--- src/rtl/navigate_seq.sv ---
// Move sequencer feeding the PID block: ramps forward speed at the err_vld rate,
// holds zero speed during in-place heading changes and pulses on move completion.
module navigate_seq #(
    parameter bit         FAST_SIM  = 1'b1,
    parameter logic [9:0] MAX_FRWRD = 10'h1A0
) (
    input  logic       clk,
    input  logic       rst_n,
    input  logic       strt_hdng,
    input  logic       strt_mv,
    input  logic       stp_lft,
    input  logic       stp_rght,
    input  logic       err_vld,
    input  logic       at_hdng,
    input  logic       lft_opn,
    input  logic       rght_opn,
    input  logic       frwrd_opn,
    output logic       moving,
    output logic [9:0] frwrd,
    output logic       en_fusion,
    output logic       mv_cmplt
);

    localparam logic [10:0] INC  = FAST_SIM ? 11'h020 : 11'h004;
    localparam logic [10:0] INC4 = INC << 2;

    typedef enum logic [2:0] {
        IDLE     = 3'd0,
        HDNG     = 3'd1,
        RAMP     = 3'd2,
        DEC_SLOW = 3'd3,
        DEC_FAST = 3'd4
    } state_t;

    state_t     r_state;
    state_t     w_state_nxt;
    logic [9:0] r_frwrd;
    logic [9:0] w_frwrd_nxt;
    logic       r_mv_cmplt;
    logic       w_cmplt_nxt;
    logic       r_lft_prev;
    logic       r_rght_prev;
    logic       w_side_stop;

    // Sums are formed one bit wider than frwrd so neither bound can wrap.
    function automatic logic [9:0] sat_add(input logic [9:0] a, input logic [10:0] b);
        logic [10:0] s;
        s = {1'b0, a} + b;
        if (s > {1'b0, MAX_FRWRD}) return MAX_FRWRD;
        return s[9:0];
    endfunction

    function automatic logic [9:0] sat_sub(input logic [9:0] a, input logic [10:0] b);
        if ({1'b0, a} <= b) return 10'h000;
        return a - b[9:0];
    endfunction

    // Previous-opening flops reset to 1 so openings already present never look like a rise.
    assign w_side_stop = (stp_lft  & lft_opn  & ~r_lft_prev) |
                         (stp_rght & rght_opn & ~r_rght_prev);

    always_comb begin
        w_state_nxt = r_state;
        w_frwrd_nxt = r_frwrd;
        w_cmplt_nxt = 1'b0;
        case (r_state)
            IDLE: begin
                w_frwrd_nxt = 10'h000;
                if (strt_hdng)    w_state_nxt = HDNG;
                else if (strt_mv) w_state_nxt = RAMP;
            end
            HDNG: begin
                w_frwrd_nxt = 10'h000;
                if (err_vld && at_hdng) begin
                    w_state_nxt = IDLE;
                    w_cmplt_nxt = 1'b1;
                end
            end
            RAMP: begin
                if (err_vld)          w_frwrd_nxt = sat_add(r_frwrd, INC);
                if (!frwrd_opn)       w_state_nxt = DEC_FAST;
                else if (w_side_stop) w_state_nxt = DEC_SLOW;
            end
            DEC_SLOW: begin
                if (r_frwrd == 10'h000) begin
                    w_state_nxt = IDLE;
                    w_cmplt_nxt = 1'b1;
                end else begin
                    if (err_vld)    w_frwrd_nxt = sat_sub(r_frwrd, INC);
                    if (!frwrd_opn) w_state_nxt = DEC_FAST;
                end
            end
            DEC_FAST: begin
                if (r_frwrd == 10'h000) begin
                    w_state_nxt = IDLE;
                    w_cmplt_nxt = 1'b1;
                end else if (err_vld) begin
                    w_frwrd_nxt = sat_sub(r_frwrd, INC4);
                end
            end
            default: begin
                w_state_nxt = IDLE;
                w_frwrd_nxt = 10'h000;
            end
        endcase
    end

    always_ff @(posedge clk or negedge rst_n) begin
        if (!rst_n) begin
            r_state     <= IDLE;
            r_frwrd     <= 10'h000;
            r_mv_cmplt  <= 1'b0;
            r_lft_prev  <= 1'b1;
            r_rght_prev <= 1'b1;
        end else begin
            r_state     <= w_state_nxt;
            r_frwrd     <= w_frwrd_nxt;
            r_mv_cmplt  <= w_cmplt_nxt;
            r_lft_prev  <= lft_opn;
            r_rght_prev <= rght_opn;
        end
    end

    assign moving    = (r_state != IDLE);
    assign frwrd     = r_frwrd;
    assign mv_cmplt  = r_mv_cmplt;
    assign en_fusion = (r_frwrd > (MAX_FRWRD >> 1));

endmodule

--- config.mk ---
export PLATFORM = sky130hd
export DESIGN_NAME = navigate_seq
export DESIGN_NICKNAME = d
export VERILOG_FILES = /design/src/rtl/navigate_seq.sv
export SDC_FILE = /design/constraint.sdc
export NUM_CORES = 1
export LEC_CHECK = 0
export ABC_AREA = 1
export BUFFER_PORTS_ARGS = -buffer_cell sky130_fd_sc_hd__buf_2
export CAP_MARGIN = 20
export CORE_MARGIN = 2
export CORE_UTILIZATION = 57
export CTS_BUF_LIST = sky130_fd_sc_hd__clkbuf_4 sky130_fd_sc_hd__clkbuf_8
export DETAILED_ROUTE_END_ITERATION = 10
export MAX_ROUTING_LAYER = met4
export PLACE_DENSITY = 0.81
export SLEW_MARGIN = 20
export SYNTH_ARGS = -nofsm -noshare
export SYNTH_HDL_FRONTEND = slang
export SYNTH_SLANG_ARGS = --single-unit
export TNS_END_PERCENT = 100
--- constraint.sdc ---
create_clock -name clk -period 2 [get_ports clk]
set_input_delay 0.4 -clock clk [delete_from_list [all_inputs] [get_ports clk]]
set_output_delay 0.4 -clock clk [all_outputs]
set_load 0.005 [all_outputs]
==> metrics.md <==
| Metric | Value |
|---|---|
| Worst hold path type | `primary input to register` |
| Pleak | `0.000736 uW` |
| Fillcell total | `193` |
| TritonCTS buffer count | `3` |
| Die Ht | `just under 50 um` |
| H-tree Lvls | `1` |
| Synth Cell Area | `~1200 um2` |
| Most used DFF post-synth | `dfrtp_1` |
| Storage cell area | `278 um2` |
| Final Critical Period | `around 1.7 ns` |
| Core footprint | `1960 um2` |
| Top-count cell post-synth | `nand2_1` |
| Worst vdd ir | `about 0.00061 V` |
| Final cell count without fillers | `211` |
| Hold-fix buffers, CTS | `1` |
| Multi-input gate area | `757 um2` |
| ANT cells | `0` |
| Io pins | `24` |
| Cell taking the most area after synthesis | `dfrtp_1` |
| Setup tns final | `0 ns` |
| Layout cell share with drive strength beyond 1 | `0.299` |
| Kind of critical path | `register to output pin` |
| Grt total ovfl | `0` |
| Fmax | `585 MHz` |
| Post-synth EDFFs | `0` |
| Vias | `1,072` |
| Global-route wire length before repair | `4030 um` |
| Remaining DRCs | `0` |
| MaxCap Viol Count | `0` |
| Number of port buffers | `18` |
| Syn_area_per_cell | `7.22 um2` |
| CP Max Fanout | `11` |
| Worst EP arrival | `1.31 ns` |
| Setup violators final | `0` |
| Area grow syn2layout | `9.50%` |
| RSZ-0062 raised after global routing | `false` |
| Area contributors post-synth | `dfrtp_1 19%, nand2_1 17%, ha_1 8.4%` |
| Cells after DPL | `206` |
| Initial core utilization | `0.604` |
| Drt total wl | `2360 um` |
| Critical Path RT | `between 1.5 and 2 ns` |
| RePlAce Congestion | `0.893` |
| Post-DP HPWL | `1930 um` |
| CTS sink count | `11` |
| Rows | `16` |
| Seq/Total Area, Yosys | `0.234` |
| Die Width | `49.6 um` |
| All-Layer GR Usage | `0.223` |
| Fin nets | `204` |
| CTS tree | `built` |
| Routed len/inst | `11.2 um` |
| Share of flip-flops with an asynchronous set or reset | `1.00` |
| Post-synth top area share | `0.190` |
| Vias in the first global route | `about 990` |
| Initial antenna violation count | `0` |
| Post-Syn Instances | `roughly 160` |
| Crit-path slowest cell | `dfrtp_1` |
| Skew final | `0.00309 ns` |
| Max-slew violations | `0` |
| Clk_lat worst skew | `0.28 ns` |
| Die footprint | `~2500 um2` |
| Cell Pwr Density | `774 nW/um2` |
| Post-CTS Setup Bufs | `0` |
| Library cells used by synthesis | `30` |
| Iter 0 DRT Violations | `20` |
| Largest net degree at the start of global routing | `12` |
| Root Buffer | `clkbuf_4` |
| Vias per cell | `5.08` |
| Fin. Hold Viols | `0` |
| Final period utilization | `0.854` |
| Top cells by count, synth | `55 x nand2_1, 15 x inv_1, 9 x dfrtp_1` |
| Worst path cell trace | `nand2_1 -> o21ai_0 -> buf_2` |
| Detail Route Antenna Nets | `0` |
| Clock tree buffer depth | `2` |
| Startpoint Class | `register` |
| CTS resizes | `0` |
| Critical Path End Type | `output pin` |
| Worst-path clk slew | `0.08 ns` |
| Status | `finished clean` |
| Ys Warns | `0` |
| 1st-pass router iterations | `7` |
| Synth Register Bits | `11` |
| Largest stage delay, worst path | `0.62 ns` |
==> final timing paths <==
check | from | to | slack, ns | cells after the start
worst min-delay path | rght_opn | r_rght_prev | 0.22 | 1
max in group asynchronous | rst_n | r_lft_prev | 1.21 | 2
min in group asynchronous | rst_n | r_state[1] | 0.52 | 2
worst min register to register | r_state[2] | mv_cmplt | 0.60 | 1
worst max register to register | frwrd[5] | frwrd[5] | 0.31 | 10
worst max-delay path | frwrd[7] | en_fusion | 0.29 | 3
==> through the flow <==
| step | total power [uW] | worst slack, ns | util | hold WS (ns) | cell area (um2) |
|---|---|---|---|---|---|
| 2_1_floorplan | 739 | 0.553 | - | 0.104 | 1200 |
| 3_3_place_gp | 833 | 0.381 | 0.642 | 0.281 | 1260 |
| 3_5_place_dp | 847 | 0.306 | 0.642 | 0.285 | 1260 |
| 4_1_cts | 1010 | 0.276 | 0.661 | 0.220 | 1300 |
| 5_1_grt | 1090 | 0.0464 | 0.661 | 0.216 | 1300 |
| 6_report | 1000 | 0.292 | 0.661 | 0.221 | 1300 |
==> placed cells by master (no fill, tap or decap), types with 2 or more instances in the layout <==
cell type / synthesis / final
dfrtp_1: 9 / 9
conb_1: 1 / 5
nor2_4: 6 / 6
nand4_1: 4 / 4
inv_2: 5 / 5
nor2_1: 7 / 7
nand2_2: 4 / 4
buf_2: 0 / 18
nand2_1: 55 / 55
nand3b_1: 2 / 2
xor2_1: 4 / 4
o21ai_2: 2 / 2
ha_1: 8 / 8
o21ai_1: 2 / 2
nor3_1: 2 / 2
nand2_4: 5 / 5
dfstp_2: 2 / 2
inv_4: 3 / 3
nand3_1: 8 / 8
clkbuf_4: 0 / 3
inv_1: 15 / 15
o21ai_0: 4 / 4
==> flip-flops by register name (all words and copies together), names as in the netlist <==
| signal | count |
|---|---|
| frwrd | 5 |
| r_state | 3 |
| mv_cmplt | 1 |
| r_lft_prev | 1 |
| r_rght_prev | 1 |
==> per-layer routing <==
layer,track usage,up-vias,part of all wire
li1,-,547,-
met1,0.247,482,0.42
met2,0.389,34,0.51
met3,0.0212,9,0.034
met4,0.125,0,0.033
met5,-,-,0
==> critical path, delay by kind of cell (launching register included) <==
kind | cells | cell delay [ns]
compound gates | 1 | 0.15
buf+inv | 1 | 0.13
flops | 1 | 0.62
simple gates | 1 | 0.13
==> cells by family (layout without fill, tap and decap cells) <==
kind of cell | after synthesis | after routing | synth area share
simple gates | 97 | 97 | 0.439
compound gates | 11 | 11 | 0.0623
flops | 11 | 11 | 0.234
fa+ha+maj | 8 | 8 | 0.0845
buf+inv | 31 | 47 | 0.139
xor+xnor | 5 | 5 | 0.0370
other cells | 1 | 5 | 0.00316
==> where the power goes <==
| part | internal, uW | switching [uW] |
|---|---|---|
| logic | 191 | 329 |
| clock network | 74.3 | 86.1 |
| registers | 264 | 59.0 |
==> cell type report <==
type                            count  area share
Inverter                           23      0.0723
Tap cell                           27      0.0260
Multi-Input combinational cell    126       0.583
Clock buffer                        3      0.0174
Timing Repair Buffer               20      0.0829
Sequential cell                    11       0.214
Clock inverter                      1     0.00386
Note: power is estimated with default switching activity, not from simulation.
